[config.mk]
export PLATFORM = sky130hd
export DESIGN_NAME = frame_stream_src
export DESIGN_NICKNAME = d
export VERILOG_FILES = /design/src/rtl/frame_stream_src.sv
export SDC_FILE = /design/constraint.sdc
export NUM_CORES = 1
export LEC_CHECK = 0
export ABC_CLOCK_PERIOD_IN_PS = 8300
export CORE_MARGIN = 2
export CORE_UTILIZATION = 50
export CTS_CLUSTER_SIZE = 10
export DETAILED_ROUTE_END_ITERATION = 8
export GPL_TIMING_DRIVEN = 0
export PLACE_DENSITY = 0.75
export SLEW_MARGIN = 10
export SYNTH_ARGS = -nofsm -noshare
export SYNTH_HDL_FRONTEND = slang
export SYNTH_SLANG_ARGS = --single-unit
export TNS_END_PERCENT = 10
[constraint.sdc]
create_clock -name clk -period 8.3 [get_ports clk]
set_input_delay 0.83 -clock clk [delete_from_list [all_inputs] [get_ports clk]]
set_output_delay 0.83 -clock clk [all_outputs]
set_load 0.005 [all_outputs]
[src/rtl/frame_stream_src.sv]
// Raster-order frame reader: fetches COL_NUM*ROW_NUM words from a 1-cycle-latency memory
// and streams them over valid/ready through a 2-entry skid FIFO with sof/eol/eof tags.
module frame_stream_src #(
  parameter int unsigned WIDTH   = 16,
  parameter int unsigned COL_NUM = 480,
  parameter int unsigned ROW_NUM = 272,
  parameter int unsigned ADDR_W  = 17
) (
  input  logic              clk,
  input  logic              rst_n,
  input  logic              start,
  input  logic              abort,
  output logic              busy,
  output logic              done,
  output logic              mem_rd_en,
  output logic [ADDR_W-1:0] mem_addr,
  input  logic [WIDTH-1:0]  mem_rdata,
  input  logic              ready,
  output logic              valid_out,
  output logic [WIDTH-1:0]  dout,
  output logic              sof,
  output logic              eol,
  output logic              eof
);

  localparam int unsigned PixNum = COL_NUM * ROW_NUM;
  localparam int unsigned ColW   = (COL_NUM > 1) ? $clog2(COL_NUM) : 1;
  localparam int unsigned RowW   = (ROW_NUM > 1) ? $clog2(ROW_NUM) : 1;

  typedef enum logic [1:0] {StIdle, StRun, StDrain, StDone} state_e;

  state_e            state_q, state_d;
  logic [ADDR_W-1:0] addr_q;
  logic [ColW-1:0]   col_q;
  logic [RowW-1:0]   row_q;
  logic              inflight_q;
  logic [2:0]        inflight_tag_q;
  logic [WIDTH-1:0]  fifo_data_q [2];
  logic [2:0]        fifo_tag_q  [2];
  logic              wr_ptr_q, rd_ptr_q;
  logic [1:0]        count_q;

  logic       pop, rd_en, last_addr, clear_cnt, col_last, row_last;
  logic [2:0] level;
  logic [2:0] head_tag;

  assign valid_out = (count_q != 2'd0);
  assign pop       = valid_out & ready;
  assign head_tag  = fifo_tag_q[rd_ptr_q];
  assign last_addr = (addr_q == ADDR_W'(PixNum - 1));
  assign col_last  = (col_q == ColW'(COL_NUM - 1));
  assign row_last  = (row_q == RowW'(ROW_NUM - 1));
  assign clear_cnt = abort | ((state_q == StIdle) & start);

  // Committed occupancy after this cycle's pop; issue only if the FIFO has room for the return.
  assign level = {1'b0, count_q} + {2'b00, inflight_q} - {2'b00, pop};
  assign rd_en = (state_q == StRun) && (level < 3'd2);

  always_ff @(posedge clk or negedge rst_n) begin
    if (!rst_n) state_q <= StIdle;
    else        state_q <= state_d;
  end

  always_comb begin
    state_d = state_q;
    unique case (state_q)
      StIdle:  if (start) state_d = StRun;
      StRun:   if (rd_en && last_addr) state_d = StDrain;
      StDrain: if (pop && head_tag[2]) state_d = StDone;
      StDone:  state_d = StIdle;
      default: state_d = StIdle;
    endcase
    if (abort) state_d = StIdle;
  end

  always_comb begin
    busy      = (state_q == StRun) || (state_q == StDrain);
    done      = (state_q == StDone);
    mem_rd_en = rd_en;
    dout      = valid_out ? fifo_data_q[rd_ptr_q] : '0;
    sof       = valid_out & head_tag[0];
    eol       = valid_out & head_tag[1];
    eof       = valid_out & head_tag[2];
  end

  assign mem_addr = addr_q;

  always_ff @(posedge clk or negedge rst_n) begin
    if (!rst_n) begin
      addr_q         <= '0;
      col_q          <= '0;
      row_q          <= '0;
      inflight_q     <= 1'b0;
      inflight_tag_q <= '0;
    end else if (clear_cnt) begin
      addr_q     <= '0;
      col_q      <= '0;
      row_q      <= '0;
      inflight_q <= 1'b0;
    end else begin
      inflight_q <= rd_en;
      if (rd_en) begin
        inflight_tag_q <= {col_last & row_last, col_last, (col_q == '0) & (row_q == '0)};
        addr_q         <= addr_q + 1'b1;
        if (col_last) begin
          col_q <= '0;
          row_q <= row_q + 1'b1;
        end else begin
          col_q <= col_q + 1'b1;
        end
      end
    end
  end

  always_ff @(posedge clk or negedge rst_n) begin
    if (!rst_n) begin
      for (int i = 0; i < 2; i++) begin
        fifo_data_q[i] <= '0;
        fifo_tag_q[i]  <= '0;
      end
      wr_ptr_q <= 1'b0;
      rd_ptr_q <= 1'b0;
      count_q  <= 2'd0;
    end else if (abort) begin
      wr_ptr_q <= 1'b0;
      rd_ptr_q <= 1'b0;
      count_q  <= 2'd0;
    end else begin
      if (inflight_q) begin
        fifo_data_q[wr_ptr_q] <= mem_rdata;
        fifo_tag_q[wr_ptr_q]  <= inflight_tag_q;
        wr_ptr_q              <= ~wr_ptr_q;
      end
      if (pop) rd_ptr_q <= ~rd_ptr_q;
      count_q <= count_q + {1'b0, inflight_q} - {1'b0, pop};
    end
  end

endmodule
Word-level counts from Yosys, hierarchy flattened
Index checks and enable logic that the tools add are counted.

$lt $le $gt $ge: 4. Bitwise gates (word level): 14. Add/subtract/negate cells: 7. Reduce and logical (&&, ||, !) cells: 17. Mux-type cells: 32. Eq/ne operators: 9.

Operators by type and width (count): $mux W16 (5); $mux W9 (6); $mux W17 (2); $bwmux W32 (1); $add A9 B1 Y9 const B (2); $eq A9 B9 Y1 const B (2); $logic_not A9 Y1 (2); $add A17 B1 Y17 const B (1); $eq A17 B17 Y1 const B (1); $demux W16 S1 (1); $mux W3 (4); $mux W2 (5); $reduce_bool A2 Y1 (5); $pmux W2 S4 (1); $and A1 B1 Y1 (7); $bwmux W6 (1); $ne A3 B3 Y1 const B (2); $reduce_and A2 Y1 (3); $mux W1 (5); $eq A2 B2 Y1 const B (2); $ge A2 B2 Y1 const B (2); $logic_and A1 B1 Y1 (4); $not A1 Y1 (4); $not A1 Y2 (2); other kinds (13) (13).

Bits of input ports: 21. Output and inout bits: 40. Flip-flop bits (word level): 83. Logic and storage cells: 96.

Logic depth before layout (Yosys ltp)
Gate-level depths: netlist of run 1.

Word-level depth: 9. Gate-level depth with buffers: 14. Mapped depth without buffers: 14.

Worst setup path before layout of run 1
OpenSTA, ideal clock, no wires.

Kind: input-to-output. Start point: input ready. End point: output mem_rd_en. Data arrival time: 2.733 ns. Cell stages on the path: 11. Required time: 7.470 ns. Buffers on the path: 1. Path slack: 4.737 ns. Cells stage by stage: o21ai_0 inv_1 ha_1 inv_1 ha_1 inv_1 fa_1 nand2_1 or2_2 inv_1 buf_2.

Cells in the longest elaborated chain, start to end: 4.

Ends and longest elaborated chain: start, declared (line 18) `input logic ready,`; $and A1 B1 Y1 (line 48) `assign pop = valid_out & ready;`; $sub A3 B1 Y3 (line 56) `assign level = {1'b0, count_q} + {2'b00, inflight_q} - {2'b00, pop};`; $lt A3 B2 Y1 (line 57) `assign rd_en = (state_q == StRun) && (level < 3'd2);`; $logic_and A1 B1 Y1 (line 57); end, declared (line 15) `output logic mem_rd_en,`.

Every way passes these cells.

Final worst setup path of run 1
Ends and elaborated chain as after synthesis.

==> metrics.yaml, run 1 <==
critical_path_arrival_ps: 3970
setup_viol: 0
syn_to_final_growth_pct: 23.6
cts_htree_levels: 3
synth_nets: 402
synth_commonest_cells: "dfrtp_1, nor2_1, mux2_2"
antenna_found_initial: 0
clockRootBuffer: "clkbuf_8"
fin_crit_sh: 0.578
synthTopCellsByArea: "dfrtp_1, mux2_2, mux2i_1"
worstSetupPathType: "primary input to primary output"
fin_tns_setup_ps: 0
synthFlopType: "dfrtp_1"
cp_num_buf_inv: 7
cts_buffers: 9
post-cts-setup-buffer-count: 0
grt_first_pass_wirelength_um: 13500
multi_input_area_mm2: 0.00186
dpl_cell_area_mm2: 0.00479
gr-usage-all-layers: 0.194
wl_per_cell_um: 14.7
initial_core_util: 0.521
die_h_um: 93.9
netlist.area_leader.share: 0.513
p_comb_frac: 0.351
vias_per_cell: 5.36
yosysUniqueCellTypes: 36
outcome: "completed"
die_x_um: 93.9
drt_wl_total_um: 8060
ys.warnings.count: 0
seq_area_frac_synth: 0.513
yosysTopAreaCell: "dfrtp_1"
die-area_mm2: 0.00883
cts_tree: "built"
final_nets: 473
crit_chain: "clkdlybuf4s50_1 -> o21ai_0 -> inv_1 -> ha_1 -> inv_1 -> ha_1 -> inv_1 -> fa_1 -> nand2_1 -> or2_2 -> inv_1 -> buf_2 -> clkdlybuf4s50_1"
top_level_ports: 61
num_rows: 32
clock_sinks: 83
worstMarginPinSlew_ps: 804
portBuffers: 59
p_sw_mw: 0.430
p_int_mw: 0.887
startpoint_type: "primary input"
syn_area_mm2: 0.00405
fmaxAchievable_mhz: 208
grt_pass1_vias: 2877
synth.most_common_cell: "dfrtp_1"
pwr_density_cell_mw_per_mm2: 264
via_count: 2932
power.total_mw: 1.32
report.final.slew_viol_count: 0
worstSkewPairLatency_ps: 350
antenna_cells: 0
synth_edf_count: 0
maxSlewHeadroom: 0.460
syn_inst: 369
firstDrtPassIters: 4
drive_above_1_share: 0.142
ff_latch_area_mm2: 0.00208
dp_cells: 531
hold_violations: 0
p_leak_nw: 2.25
drtIter0Drc: 71
utilization: 0.644
dpl.hpwl_um: 5810
synth_seq_cells: 83
cpMostUsedCell: "inv_1"
crit_fanout: 10
drc_errors: 0
cp_top_family: "buffers and inverters"
n_fill_cell: 639
final_cells: 547
ctsLongestPathBuffers: 2
grt_max_degree: 46
ant_nets: 0
hp-class: "primary input to asynchronous set/reset pin"
clk_pin_slew_worst_paths_ps: 90
worst_ep_required_time_ps: 7470
cpMaxStageDelayCell: "fa_1"
fin_area_mm2: 0.00500
skew_ps: 4.49
power_frac_seq: 0.419
async_reset_ff_frac: 1.00
syn_avg_cell_area_um2: 11.0
power_frac_clock: 0.230
cts_hold_buf: 0
grt-ovfl-total: 0
peakVddDrop_uv: 122
core_mm2: 0.00777
rsz0062_at_grt: "no"
worst-path-stages: 13
max_stage_delay_ps: 550
finalCriticalPeriod_ps: 4800
r2r_cells: 12
gp_congestion: 0.912
end_kind: "primary output"
drv_cap: 0
p_sw_frac: 0.327
post_cts_resized: 0
placed cells by master, fill, tap and decap left out, types with 2 or more instances in the layout:
master,n
nor2b_1,3
ha_1,11
clkbuf_8,10
buf_2,3
clkbuf_1,9
clkdlybuf4s50_1,58
nand3_1,14
mux2i_1,22
dfrtp_1,83
mux2_2,38
and3_1,9
nor4_1,3
a21oi_1,7
clkinv_4,4
nor4b_1,2
and4_1,3
inv_1,15
nand4_1,13
buf_1,2
xor2_1,25
xnor2_1,6
nor3_1,2
nor2_1,55
o21ai_0,5
nand2_1,24
nor3b_1,2
area by class of cell:
type,instances,area share
multi-input combinational,257,0.371
timing repair buffer,60,0.123
buffer,14,0.0113
inverter,15,0.0113
tap,102,0.0255
clock buffer,10,0.0275
sequential,83,0.415
clock inverter,6,0.0148
metal layers:
metal  up-vias  global-route usage  part of all wire
met5         -                   0                 0
met4         0              0.0471            0.0072
met3         7              0.0417             0.042
met2        68               0.314              0.47
met1      1454               0.267              0.48
li1       1403                   -                 -
stage by stage:
stage / setup WS, ps / hold WS (ps)
after floorplan: 4740 / 458
after global placement: 3510 / 486
after detailed placement: 3520 / 493
after CTS: 3510 / 445
after global routing: 3280 / 449
final: 3500 / 443
sequential cells by signal, indices dropped and copies added (netlist names), 2 cells and up:
signal          flops
fifo_data_q        32
mem_addr           17
col_q               9
row_q               9
fifo_tag_q          6
inflight_tag_q      3
count_q             2
state_q             2
path summary, 6_finish.rpt:
check / startpoint / end / slack, ps
setup / recovery: ready / mem_rd_en / 3500
hold reg to reg: fifo_data_q[29] / fifo_data_q[29] / 510
setup reg to reg: count_q[1] / row_q[8] / 4720
hold / removal: rst_n / fifo_data_q[18] / 440
max in group asynchronous: rst_n / mem_addr[2] / 7260
min in group clk: fifo_data_q[29] / fifo_data_q[29] / 510
kinds of logic (layout without fill, tap and decap cells):
group / count (synthesis) / after routing / synth area share
mux: 60 / 60 / 0.160
buf+inv: 29 / 105 / 0.0278
xor+xnor: 31 / 31 / 0.0671
simple gates: 137 / 137 / 0.168
fa+ha+maj: 12 / 12 / 0.0390
compound gates: 17 / 17 / 0.0247
flops: 83 / 83 / 0.513
power groups by stage:
stage / logic, mW / registers, mW / clock network [mW]
4_1_cts: 0.469 / 0.552 / 0.311
3_5_place_dp: 0.467 / 0.561 / 0
2_1_floorplan: 0.291 / 0.546 / 0
6_report: 0.463 / 0.553 / 0.303
3_3_place_gp: 0.454 / 0.554 / 0
5_1_grt: 0.513 / 0.565 / 0.331
Power figures use the tool's default switching activity.
==> run 2, diff against run 1 <==
Settings changed: ABC_CLOCK_PERIOD_IN_PS 8300 to 3910, CORE_UTILIZATION 50 to 49, PLACE_DENSITY 0.75 to 0.76.
Clock period 8.3 ns to 3.91 ns, I/O delays scaled along.
==> run 2 against run 1 <==
Effect of this change:
- critical path depth shrank 1
- first-iteration DRC count grew 41%
- combinational power grew 120%
- cell count grew 1.1%
- global-route usage grew 0.43 points
- wire length grew 2.3%
- via count shrank 0.17%
- core utilization shrank 2.0 points
- register-to-register slack lost 4200 ps
- power grew 120%
- highest routed layer unchanged
==> metrics.yaml, run 2 (synthesis gave the netlist of run 1 again) <==
dpl_cell_area_mm2: 0.00479  # about the same
power_frac_clock: 0.225  # -0.005
firstDrtPassIters: 5  # +1
outcome: "completed"
p_int_mw: 1.92  # +120%
dpl.hpwl_um: 5740  # -1.1%
cpMaxStageDelayCell: "fa_2"
grt_first_pass_wirelength_um: 13900  # +2.6%
via_count: 2927  # -0.17%
cp_top_family: "adder cells"
fin_area_mm2: 0.00505  # +1.0%
timing.rr.end: "state_q[0]"
cts_buffers: 9  # unchanged
grt_pass1_vias: 2928  # +1.8%
p_sw_mw: 0.940  # +120%
drt_wl_total_um: 8250  # +2.3%
ant_nets: 0  # unchanged
setup_viol: 0  # unchanged
crit_fanout: 10  # unchanged
r2r_cells: 12  # unchanged
wl_per_cell_um: 14.9  # +1.2%
initial_core_util: 0.500  # -0.0209
peakVddDrop_uv: 265  # +120%
gr-usage-all-layers: 0.198  # +0.00430
n_fill_cell: 659  # +3.1%
hold_violations: 0  # unchanged
skew_ps: 6.17  # +1.67 ps
critical_path_arrival_ps: 3370  # -600 ps
place_ws_ps: 0.611  # -3520 ps
startpoint_type: "flop"
core_mm2: 0.00809  # +4.2%
finalCriticalPeriod_ps: 3760
largest_register_ffs: 32  # unchanged
report.final.slew_viol_count: 0  # unchanged
r2r_start: "count_q[1]"
antenna_found_initial: 0  # unchanged
antenna_cells: 0  # unchanged
vias_per_cell: 5.29  # -1.3%
portBuffers: 59  # unchanged
drtIter0Drc: 100  # +41%
final_common_cell: "dfrtp_1"
worst_ep_required_time_ps: 3520  # -3950 ps
crit_chain: "o21ai_2 -> inv_1 -> ha_1 -> inv_1 -> ha_1 -> inv_1 -> fa_2 -> nand2_2 -> or2_2 -> inv_2 -> buf_6 -> clkdlybuf4s50_1"
drv_cap: 0  # unchanged
crit_start: "count_q[1]"
finalWorstSetupSlack_ps: 154  # -3350 ps
r2r_setup_slack_ps: 510  # -4210 ps
gp_congestion: 0.905  # -0.77%
worst-path-stages: 12  # -1
max_stage_delay_ps: 570  # +20 ps
mostFrequentLayoutCells: "dfrtp_1, clkdlybuf4s50_1, nor2_1, mux2_2, xor2_1"
maxSlewHeadroom: 0.453  # -0.00662
worstSkewPairLatency_ps: 360  # about the same
fin_crit_sh: 0.961
cpMostUsedCell: "inv_1"
pwr_density_cell_mw_per_mm2: 566  # +110%
cp-endpoint: "mem_rd_en"
clockRootBuffer: "clkbuf_8"
grt-ovfl-total: 0  # unchanged
clock_sinks: 83  # unchanged
syn_to_final_growth_pct: 24.9
cts_htree_levels: 3  # unchanged
clk_pin_slew_worst_paths_ps: 80  # about the same
worstSetupPathType: "flop to primary output"
holdWs_ps: 371  # -71.4 ps
fmaxAchievable_mhz: 266
p_leak_nw: 2.26  # +0.35%
die-area_mm2: 0.00900  # +2.0%
cp_num_buf_inv: 6  # -1
power_frac_seq: 0.412  # -0.007
die_x_um: 94.9  # +0.97%
cts_tree: "built"
worstMarginPinSlew_ps: 813  # +8.62 ps
p_sw_frac: 0.329  # +0.00214
num_rows: 33  # +3.1%
end_kind: "primary output"
final_nets: 476  # +0.63%
drc_errors: 0  # unchanged
hp-class: "primary input to flop"
die_h_um: 94.9  # +0.97%
ctsLongestPathBuffers: 2  # unchanged
drive_above_1_share: 0.158  # +0.0169
p_comb_frac: 0.363  # +0.012
rsz0062_at_grt: "no"
regMostFlops: "fifo_data_q"
top_level_ports: 61  # unchanged
grt_max_degree: 55  # +20%
==> run 2: cell types whose count changed in the layout (fill, tap and decap cells not counted), sizes merged <==
| cell | change |
|---|---|
| dlygate4sd3 | +1 |
| inv | +1 |
| clkinv | -2 |
| clkinvlp | +1 |
| buf | +2 |
==> run 2: worst min path at each step <==
stage,startpoint,end,slack [ps],depth (start not counted)
final,abort,count_q[1],370,2
after global routing,abort,count_q[1],400,2
after CTS,abort,count_q[1],360,2
after detailed placement,rst_n,fifo_data_q[1],350,1
after global placement,fifo_data_q[8],fifo_data_q[8],490,1
after floorplan,rst_n,col_q[0],100,0
==> run 2: layout make-up <==
cell class                      instances  area (µm²)  share of cell area
Clock buffer                           10         138              0.0272
Sequential cell                        83        2080               0.411
Tap cell                              105         131              0.0260
Timing Repair Buffer                   63         641               0.127
Clock inverter                          6        72.6              0.0144
Buffer                                 14        62.6              0.0124
Multi-Input combinational cell        257        1870               0.371
Inverter                               15        56.3              0.0111
==> run 2: what timing repair did <==
| action | in CTS | in global routing |
|---|---|---|
| hold endpoints to repair | 29 | 0 |
| resized for setup | 3 | 6 |
| hold buffers | 1 | 0 |
| pin swaps | 0 | 1 |
| setup endpoints to repair | 1 | 1 |
| buffers inserted | 0 | 2 |
==> run 2: per-stage QoR <==
step	setup TNS [ps]	total power [mW]	std cells	utilization
2_1_floorplan	0	1.78	369	-
3_5_place_dp	0	2.18	534	0.592
4_1_cts	0	2.84	551	0.620
6_report	0	2.86	553	0.624
3_3_place_gp	-36730	2.14	533	0.589
5_1_grt	0	3.05	553	0.624
==> run 2: power by group through the flow <==
stage	clock network [mW]	logic, mW	registers (mW)
3_3_place_gp	0	0.962	1.18
6_report	0.644	1.04	1.18
2_1_floorplan	0	0.618	1.16
3_5_place_dp	0	0.992	1.19
4_1_cts	0.663	1.00	1.18
5_1_grt	0.698	1.14	1.20
==> run 2: routing by layer <==
metal,up-vias,track usage,routed length [µm],share of wire
met3,10,0.0351,365,0.044
met2,71,0.320,4040,0.49
li1,1411,-,-,-
met1,1435,0.267,3760,0.46
met4,0,0.0761,87,0.011
met5,-,0,0,0
==> run 3, diff against run 2 <==
Settings changed: ABC_CLOCK_PERIOD_IN_PS 3910 to 3310, REMOVE_ABC_BUFFERS from default to 1.
Clock period 3.91 ns to 3.31 ns, I/O delays scaled along.
==> run 3 against run 2 <==
Effect of this change:
- via count decreased by 0.24%
- power grew 18%
- sequential power up 21%
- clock-buffer cell count rose by 1
- sequential cell count unchanged
- register-to-register slack got worse by 300 ps
- worst setup slack gained 61 ps
- critical path depth stayed put
- critical endpoint is now row_q[8]
- largest cell class unchanged
- highest routed layer unchanged
==> metrics.yaml, run 3 (synthesis gave the netlist of run 1 again) <==
outcome: "completed"
grt_max_degree: 68  # +24%
final_common_cell: "dfrtp_1"
worstSkewPairLatency_ps: 350  # about the same
cp_num_buf_inv: 3  # -3
hold_violations: 0  # unchanged
worst_ep_required_time_ps: 3570  # +50 ps
startpoint_type: "flop"
die_x_um: 94.9  # unchanged
setup_viol: 0  # unchanged
drive_above_1_share: 0.169  # +0.0105
crit_chain: "o21ai_2 -> inv_1 -> ha_1 -> inv_1 -> ha_1 -> inv_1 -> fa_2 -> xor2_2 -> nor4_4 -> nand2_4 -> or4_1 -> a21oi_1"
crit_fanout: 9  # -1
grt-ovfl-total: 0  # unchanged
r2r_start: "count_q[0]"
rsz0062_at_grt: "yes"
cts_htree_levels: 3  # unchanged
mostFrequentLayoutCells: "dfrtp_1, clkdlybuf4s50_1, nor2_1, mux2_2, xor2_1"
firstDrtPassIters: 4  # -1
worst-path-stages: 12  # unchanged
fin_crit_sh: 0.935
num_rows: 33  # unchanged
antenna_found_initial: 0  # unchanged
peakVddDrop_uv: 262  # -0.87%
initial_core_util: 0.500  # unchanged
max_stage_delay_ps: 610  # +40 ps
antenna_cells: 0  # unchanged
cpMaxStageDelayCell: "nor4_4"
portBuffers: 60  # +1.7%
drt_wl_total_um: 8130  # -1.5%
final_nets: 466  # -2.1%
multi_input_area_mm2: 0.00189  # +1.1%
core_mm2: 0.00809  # unchanged
drc_errors: 0  # unchanged
crit_start: "count_q[0]"
gr-usage-all-layers: 0.196  # -0.00181
largest_register_ffs: 32  # unchanged
fmaxAchievable_mhz: 323
ff_latch_area_mm2: 0.00208  # unchanged
drv_cap: 0  # unchanged
clockRootBuffer: "clkbuf_8"
r2r_cells: 12  # unchanged
clk_pin_slew_worst_paths_ps: 80  # about the same
regMostFlops: "fifo_data_q"
maxSlewHeadroom: 0.249  # -0.205
cp_top_family: "simple AND/OR/NAND/NOR gates"
hp-class: "primary input to asynchronous set/reset pin"
cts_tree: "built"
cpMostUsedCell: "inv_1"
report.final.slew_viol_count: 0  # unchanged
critical_path_arrival_ps: 3360  # about the same
cts_buffers: 9  # unchanged
worstSetupPathType: "flop to flop"
cp-endpoint: "row_q[8]"
via_count: 2920  # -0.24%
end_kind: "flop"
wl_per_cell_um: 15.0  # +0.31%
holdWs_ps: 378  # +7.27 ps
clock_sinks: 83  # unchanged
ctsLongestPathBuffers: 2  # unchanged
timing.rr.end: "row_q[8]"
gp_congestion: 0.813  # -10%
drtIter0Drc: 130  # +30%
die_h_um: 94.9  # unchanged
worstMarginPinSlew_ps: 1130  # +314 ps
ant_nets: 0  # unchanged
finalCriticalPeriod_ps: 3100
dpl.hpwl_um: 5460  # -5.0%
n_fill_cell: 665  # +0.91%
fin_tns_setup_ps: 0  # unchanged
grt_first_pass_wirelength_um: 13700  # -1.4%
syn_to_final_growth_pct: 25.0  # about the same
die-area_mm2: 0.00900  # unchanged
grt_pass1_vias: 2946  # +0.61%
pwr_density_cell_mw_per_mm2: 666  # +18%
skew_ps: 9.71  # +3.55 ps
vias_per_cell: 5.38  # +1.6%
r2r_setup_slack_ps: 210  # -300 ps
p_leak_nw: 2.26  # about the same
top_level_ports: 61  # unchanged
==> run 3: routing by layer <==
layer  wire, µm  track usage
met2       3930        0.335
met3        348       0.0391
met5          0            0
met4        148       0.0773
met1       3700        0.245
==> run 3: area by class of cell <==
| type | instances | share of cell area |
|---|---|---|
| multi-input cells | 257 | 0.375 |
| flip-flops and latches | 83 | 0.411 |
| clock inverters | 5 | 0.0121 |
| repair buffers | 67 | 0.134 |
| inverters | 15 | 0.0119 |
| clock buffers | 11 | 0.0300 |
| well taps | 105 | 0.0260 |
==> run 3: worst min path at each step <==
stage                        start         endpoint  slack, ps  depth (start not counted)
CTS                          rst_n  fifo_data_q[12]        370                          2
finish                       rst_n  fifo_data_q[28]        380                          2
global placement    fifo_data_q[0]   fifo_data_q[0]        490                          1
floorplan                    rst_n         col_q[0]         40                          0
global route                 rst_n  fifo_data_q[12]        410                          2
detailed placement           rst_n  fifo_data_q[12]        220                          1
==> run 3: worst reg2reg max path, delay by kind of cell, from the launching register on <==
family / cells / cell delay (ps)
AOI/OAI and AO/OA: 2 / 300
xor gates and xnor gates: 1 / 200
adders and majority gates: 3 / 730
buffers and inverters: 3 / 160
DFF: 1 / 420
and+or+nand+nor: 3 / 1190
==> run 3: what timing repair did <==
| item | CTS | global route |
|---|---|---|
| hold buffers | 1 | 0 |
| endpoints found under the setup margin | 12 | 4 |
| setup buffers | 3 | 0 |
| hold endpoints to repair | 16 | 0 |
| resized for setup | 10 | 1 |
| pin swaps | 2 | 1 |
==> run 3: through the flow <==
stage	std cells	cell area, µm²	total power, mW	setup WS, ps	util
after detailed placement	523	4780	2.56	-468	0.590
after global routing	543	5050	3.59	-24.2	0.625
after global placement	520	4720	2.50	-944	0.583
after CTS	543	5050	3.40	34.7	0.624
after floorplan	355	3990	2.07	113	-
final	543	5050	3.37	215	0.625
==> run 3: power by group <==
part | leakage (nW) | switching, mW | internal [mW]
Sequential | 1.12 | 0.184 | 1.24
Combinational | 1.03 | 0.535 | 0.642
Clock | 0.109 | 0.368 | 0.392
Total | 2.26 | 1.09 | 2.28
==> edit 1: new RTL, settings of run 2 <==
The parameter `ROW_NUM` goes from 272 to 136.
--- a/src/rtl/frame_stream_src.sv
+++ b/src/rtl/frame_stream_src.sv
@@ -3,7 +3,7 @@
 module frame_stream_src #(
   parameter int unsigned WIDTH   = 16,
   parameter int unsigned COL_NUM = 480,
-  parameter int unsigned ROW_NUM = 272,
+  parameter int unsigned ROW_NUM = 136,
   parameter int unsigned ADDR_W  = 17
 ) (
   input  logic              clk,
Function: no difference found for any inputs over 10 cycles, from zero or initial values and one cycle with rst_n low; that may be too few to reach the edited logic, so the function may still have changed.
==> edit 1 against run 2 <==
- final area decreased by 1.6%
- setup slack improved by 0.077 ns
- total power decreased by 3.1%
- sequential cell count decreased by 1
- clock power increased by 0.6%
- clock skew increased by 0.010 ns
- die area decreased by 0.89%
- synthesized area decreased by 0.93%
- wire length decreased by 1.4%
- critical endpoint unchanged
- critical path type unchanged
==> edit 1: results (changes against run 2) <==
The critical path arrival is 3.29 ns (-0.08 ns). Multi-input gate share of total cell area: 37.1% (+0.059 points). The tools report the via count as 2967 (+1.4%). The tools report the detailed placer's ending HPWL as 5680 um (-1.1%). The tools report the met2 usage in global routing as 31.4% (-0.60 points). The endpoint of the worst hold-timing path was wr_ptr_q$_DFFE_PN0P_. The pin count of the biggest net entering global routing is 57 (+3.6%), and the share of final layout cell area taken by clock buffers and inverters is 4.23% (+0.066 points). The tools report the reported leakage power as 0.00215 uW (-4.7%). The number of multi-input combinational cells was 258 (+0.39%); the layout cell share with drive strength beyond 1 was 13.9% (-1.9 points).

The tools report the count of cell types in the netlist as 37 (+2.8%). The run finished with clean final reports. The number of iterations in the first detailed-routing pass came out at 4 (-1). The worst slew margin relative to its limit was 40.4% (-4.9 points); the post-synthesis sequential area ratio was 51.2% (-0.14 points).

The via count normalized by instance count was 5.41 (+2.3%); the minimum setup slack among reg-to-reg paths was 0.42 ns (-0.09 ns). The tools report the met3 track utilization from global routing as 3.03% (-0.48 points). Counting instances in the post-synthesis netlist gives the leading cell types as 82 x dfrtp_1, 51 x nor2_1, 38 x mux2_2, 25 x nand2_1, 22 x mux2i_1. The fill cell instance count of the final layout was 666 (+1.1%).

Master of the slowest instance on the critical path: clkdlybuf4s50_1. Worst slack at placement: 0.00762 ns (+0.00701 ns). Routed length on met2: 3940 um (-2.5%). Depth of the most critical reg-to-reg path: 13 (+1). The total number of nets in the final design was 474 (-0.42%); the critical-path maximum fanout was 9 (-1). The routed metal-1 wirelength came out at 3730 um (-0.85%). The mean instance size in the synthesized netlist came out at 10.8 um^2 (-1.2%).
edit 1: changes by cell type after synthesis, sizes merged, moves of 2 or more:
cell	delta
xor2	-10
o21ai	+7
a21oi	+5
xnor2	+5
and3	-4
nor2	-4
or3	+3
nand3	-2
nor2b	-2
edit 1: what timing repair did:
item	4_1_cts	5_1_grt
hold buffers	1	0
setup buffers	0	0
resized for setup	2	1
setup endpoints to repair	1	1
hold endpoints to repair	26	0
edit 1: worst max-delay path by stage:
stage,startpoint,end,slack (ns),cells after the start
finish,count_q[1]$_DFF_PN0_,mem_rd_en,0.23,11
global route,count_q[1]$_DFF_PN0_,mem_rd_en,0.05,11
CTS,count_q[1]$_DFF_PN0_,mem_rd_en,0.14,11
detailed placement,ready,mem_rd_en,0.008,13
global placement,rst_n,fifo_data_q[7]$_DFFE_PN0P_,-0.38,1
floorplan,count_q[1]$_DFF_PN0_,state_q[0]$_DFFE_PN0P_,0.55,13
edit 1: per-stage QoR:
stage	instance area (um^2)	hold slack (ns)	util, %	TNS (ns)	power (uW)
finish	4970	0.356	63.7	0	2770
global route	4970	0.388	63.7	0	2950
CTS	4970	0.359	63.6	0	2800
detailed placement	4750	0.338	60.8	0	2140
global placement	4730	0.484	60.5	-30.42	2110
floorplan	4010	0.0954	-	0	1750
edit 1: power by group:
part / internal [uW] / switching [uW]
Combinational: 507 / 447
Sequential: 1040 / 125
Clock: 320 / 328
Total: 1870 / 901
edit 1: worst max-delay path: cells and delay by family (launching register included):
kind | cells | cell delay, ns
and+or+nand+nor | 2 | 0.51
adders and majority gates | 3 | 0.90
AOI/OAI and AO/OA | 1 | 0.22
DFF | 1 | 0.45
buffers and inverters | 5 | 0.85
==> edit 2: new RTL, config.mk and constraints of run 2 <==
Made on the original files. Re-encode `state_e` (4 states) as Gray code, 2 bits wide.
--- a/src/rtl/frame_stream_src.sv
+++ b/src/rtl/frame_stream_src.sv
@@ -27,7 +27,7 @@
   localparam int unsigned ColW   = (COL_NUM > 1) ? $clog2(COL_NUM) : 1;
   localparam int unsigned RowW   = (ROW_NUM > 1) ? $clog2(ROW_NUM) : 1;
 
-  typedef enum logic [1:0] {StIdle, StRun, StDrain, StDone} state_e;
+  typedef enum logic [1:0] {StIdle = 2'b00, StRun = 2'b01, StDrain = 2'b11, StDone = 2'b10} state_e;
 
   state_e            state_q, state_d;
   logic [ADDR_W-1:0] addr_q;
Formal check against the unedited RTL: no difference found for any inputs over 10 cycles, from zero or initial values and one cycle with rst_n low; not proved beyond that.
==> edit 2 against run 2 <==
- total power fell by 10%
- combinational power shrank 23%
- sequential cell count unchanged
- synthesized area up 1.7%
- final area is 0.87% higher
- non-clock buffer count is 2 higher
- setup slack improved by 0.028 ns
- wire length up 8.3%
- first-iteration DRC count grew 110%
==> edit 2: results (changes against run 2) <==
The flow ran to the end, and the final reports show no timing, DRC or antenna violations. For the total number of nets in the final design, the log shows 481 (+1.1%). The run gives 0.00211 uW (-6.8%) as the reported leakage power. Average routed wire per standard cell: 15.9 um (+6.6%).

The measured slew at the worst slew-check pin works out to 0.732 ns (-0.0809 ns). The global-route met1 utilization was 27.8% (+1.2 points). The post-synthesis sequential area ratio is 50.5% (-0.87 points), and the number of iterations in the first detailed-routing pass is 4 (-1). The destination of the worst register-to-register timing path was row_q[7]$_DFFE_PN0P_. Counting instances in the post-synthesis netlist gives the leading cell types as 83 x dfrtp_1, 37 x mux2_2, 36 x nor2_1.

The logs give 6330 um (+10%) for the detailed placer's ending HPWL and 0.830 (-8.3%) for the weighted congestion at the end of routability-driven global placement. The tools report the global routing usage summed across all routing layers as 21.1% (+1.3 points). For the met3 track utilization from global routing, the log shows 4.90% (+1.4 points). Xor-xnor portion of the synthesized cell area: 2.74% (-4.0 points). Share of the synthesized area in compound gates (AO/OA/AOI/OAI): 7.91% (+5.4 points).

The number of global-route vias before repair was 3184 (+8.7%). The fill cell instance count of the final layout is 688 (+4.4%), and the count of routing violations after the opening detailed-route iteration is 206 (+110%). The mean instance size in the synthesized netlist is 10.8 um^2 (-1.2%), and the adder-cell area share of the yosys netlist is 2.61% (-1.3 points). The portion of synthesized cell area occupied by the leading cell type is 50.5% (-0.87 points), and the critical-path maximum fanout is 5 (-5). Count of cell types in the netlist: 41 (+14%). By area the synthesized netlist is led by dfrtp_1 50%, mux2_2 10%, mux2i_1 5.1%. The worst slack at placement is 0.185 ns (+0.185 ns), and the via count normalized by instance count is 5.69 (+7.6%). Met2 usage in global routing: 34.5% (+2.5 points).
-- edit 2: cell count changes in the layout (fill, tap and decap cells not counted), moves of 5 or more --
cell     delta
xor2_1     -17
or3_1       +8
o21ai_0     +6
or4_1      +11
o31ai_1    +13
and3_1      -6
buf_2       +5
nor2_1     -19
a21oi_1    +14
-- edit 2: routing by layer --
| layer | up-vias | part of all wire [%] |
|---|---|---|
| met1 | 1589 | 43 |
| met2 | 86 | 51 |
| met3 | 11 | 5.2 |
| met4 | 0 | 1.4 |
| li1 | 1514 | - |
| met5 | - | 0 |
-- edit 2: final cells by class --
cell class,instances,area share [%]
Buffer,18,1.84
Clock buffer,9,2.43
Clock inverter,7,1.62
Inverter,16,1.18
Multi-Input combinational cell,263,37.3
Sequential cell,83,40.8
Tap cell,105,2.58
Timing Repair Buffer,61,12.3
-- edit 2: through the flow --
step	total power [uW]	hold slack, ns	cell area (um^2)
2_1_floorplan	1590	0.0954	4120
3_3_place_gp	1880	0.469	4840
3_5_place_dp	1920	0.303	4860
4_1_cts	2590	0.386	5090
5_1_grt	2730	0.435	5090
6_report	2570	0.387	5090
-- edit 2: power by group --
part	switching (uW)	total, uW	internal [uW]
sequential	103	1130	1030
combinational	366	796	430
clock	337	644	306
total	806	2570	1760
-- edit 2: logic make-up (layout without fill, tap and decap cells) --
| logic type | count (synthesis) | count (layout) |
|---|---|---|
| and+or+nand+nor | 131 | 131 |
| DFF | 83 | 83 |
| muxes | 58 | 58 |
| AOI/OAI and AO/OA | 54 | 54 |
| buffers and inverters | 34 | 111 |
| xor gates and xnor gates | 12 | 12 |
| adders and majority gates | 8 | 8 |
-- edit 2: timing repair --
action,in CTS,in global routing
hold endpoints to repair,20,0
setup endpoints to repair,1,1
gates resized for setup,2,3
hold buffers,1,0
gates cloned,0,0
pin swaps,0,0
-- edit 2: worst max-delay path: stages (launching register included) --
cell and delay, ns:
dfrtp_2 0.49, o21ai_2 0.21, inv_1 0.07, ha_1 0.27
inv_1 0.08, ha_1 0.14, inv_1 0.05, fa_1 0.56
and3b_1 0.28, nand2_1 0.17, inv_2 0.15, clkdlybuf4s50_1 0.51
-- edit 2: worst min-delay path by stage --
| stage | from | to | slack [ns] | cells past startpoint |
|---|---|---|---|---|
| finish | abort | count_q[1]$_DFF_PN0_ | 0.39 | 2 |
| detailed placement | rst_n | col_q[2]$_DFFE_PN0P_ | 0.30 | 1 |
| floorplan | rst_n | col_q[0]$_DFFE_PN0P_ | 0.1 | 0 |
| global placement | fifo_tag_q[0]$_DFFE_PN0P_ | fifo_tag_q[0]$_DFFE_PN0P_ | 0.47 | 2 |
| global route | abort | rd_ptr_q$_DFFE_PN0P_ | 0.43 | 2 |
| CTS | abort | count_q[1]$_DFF_PN0_ | 0.39 | 2 |
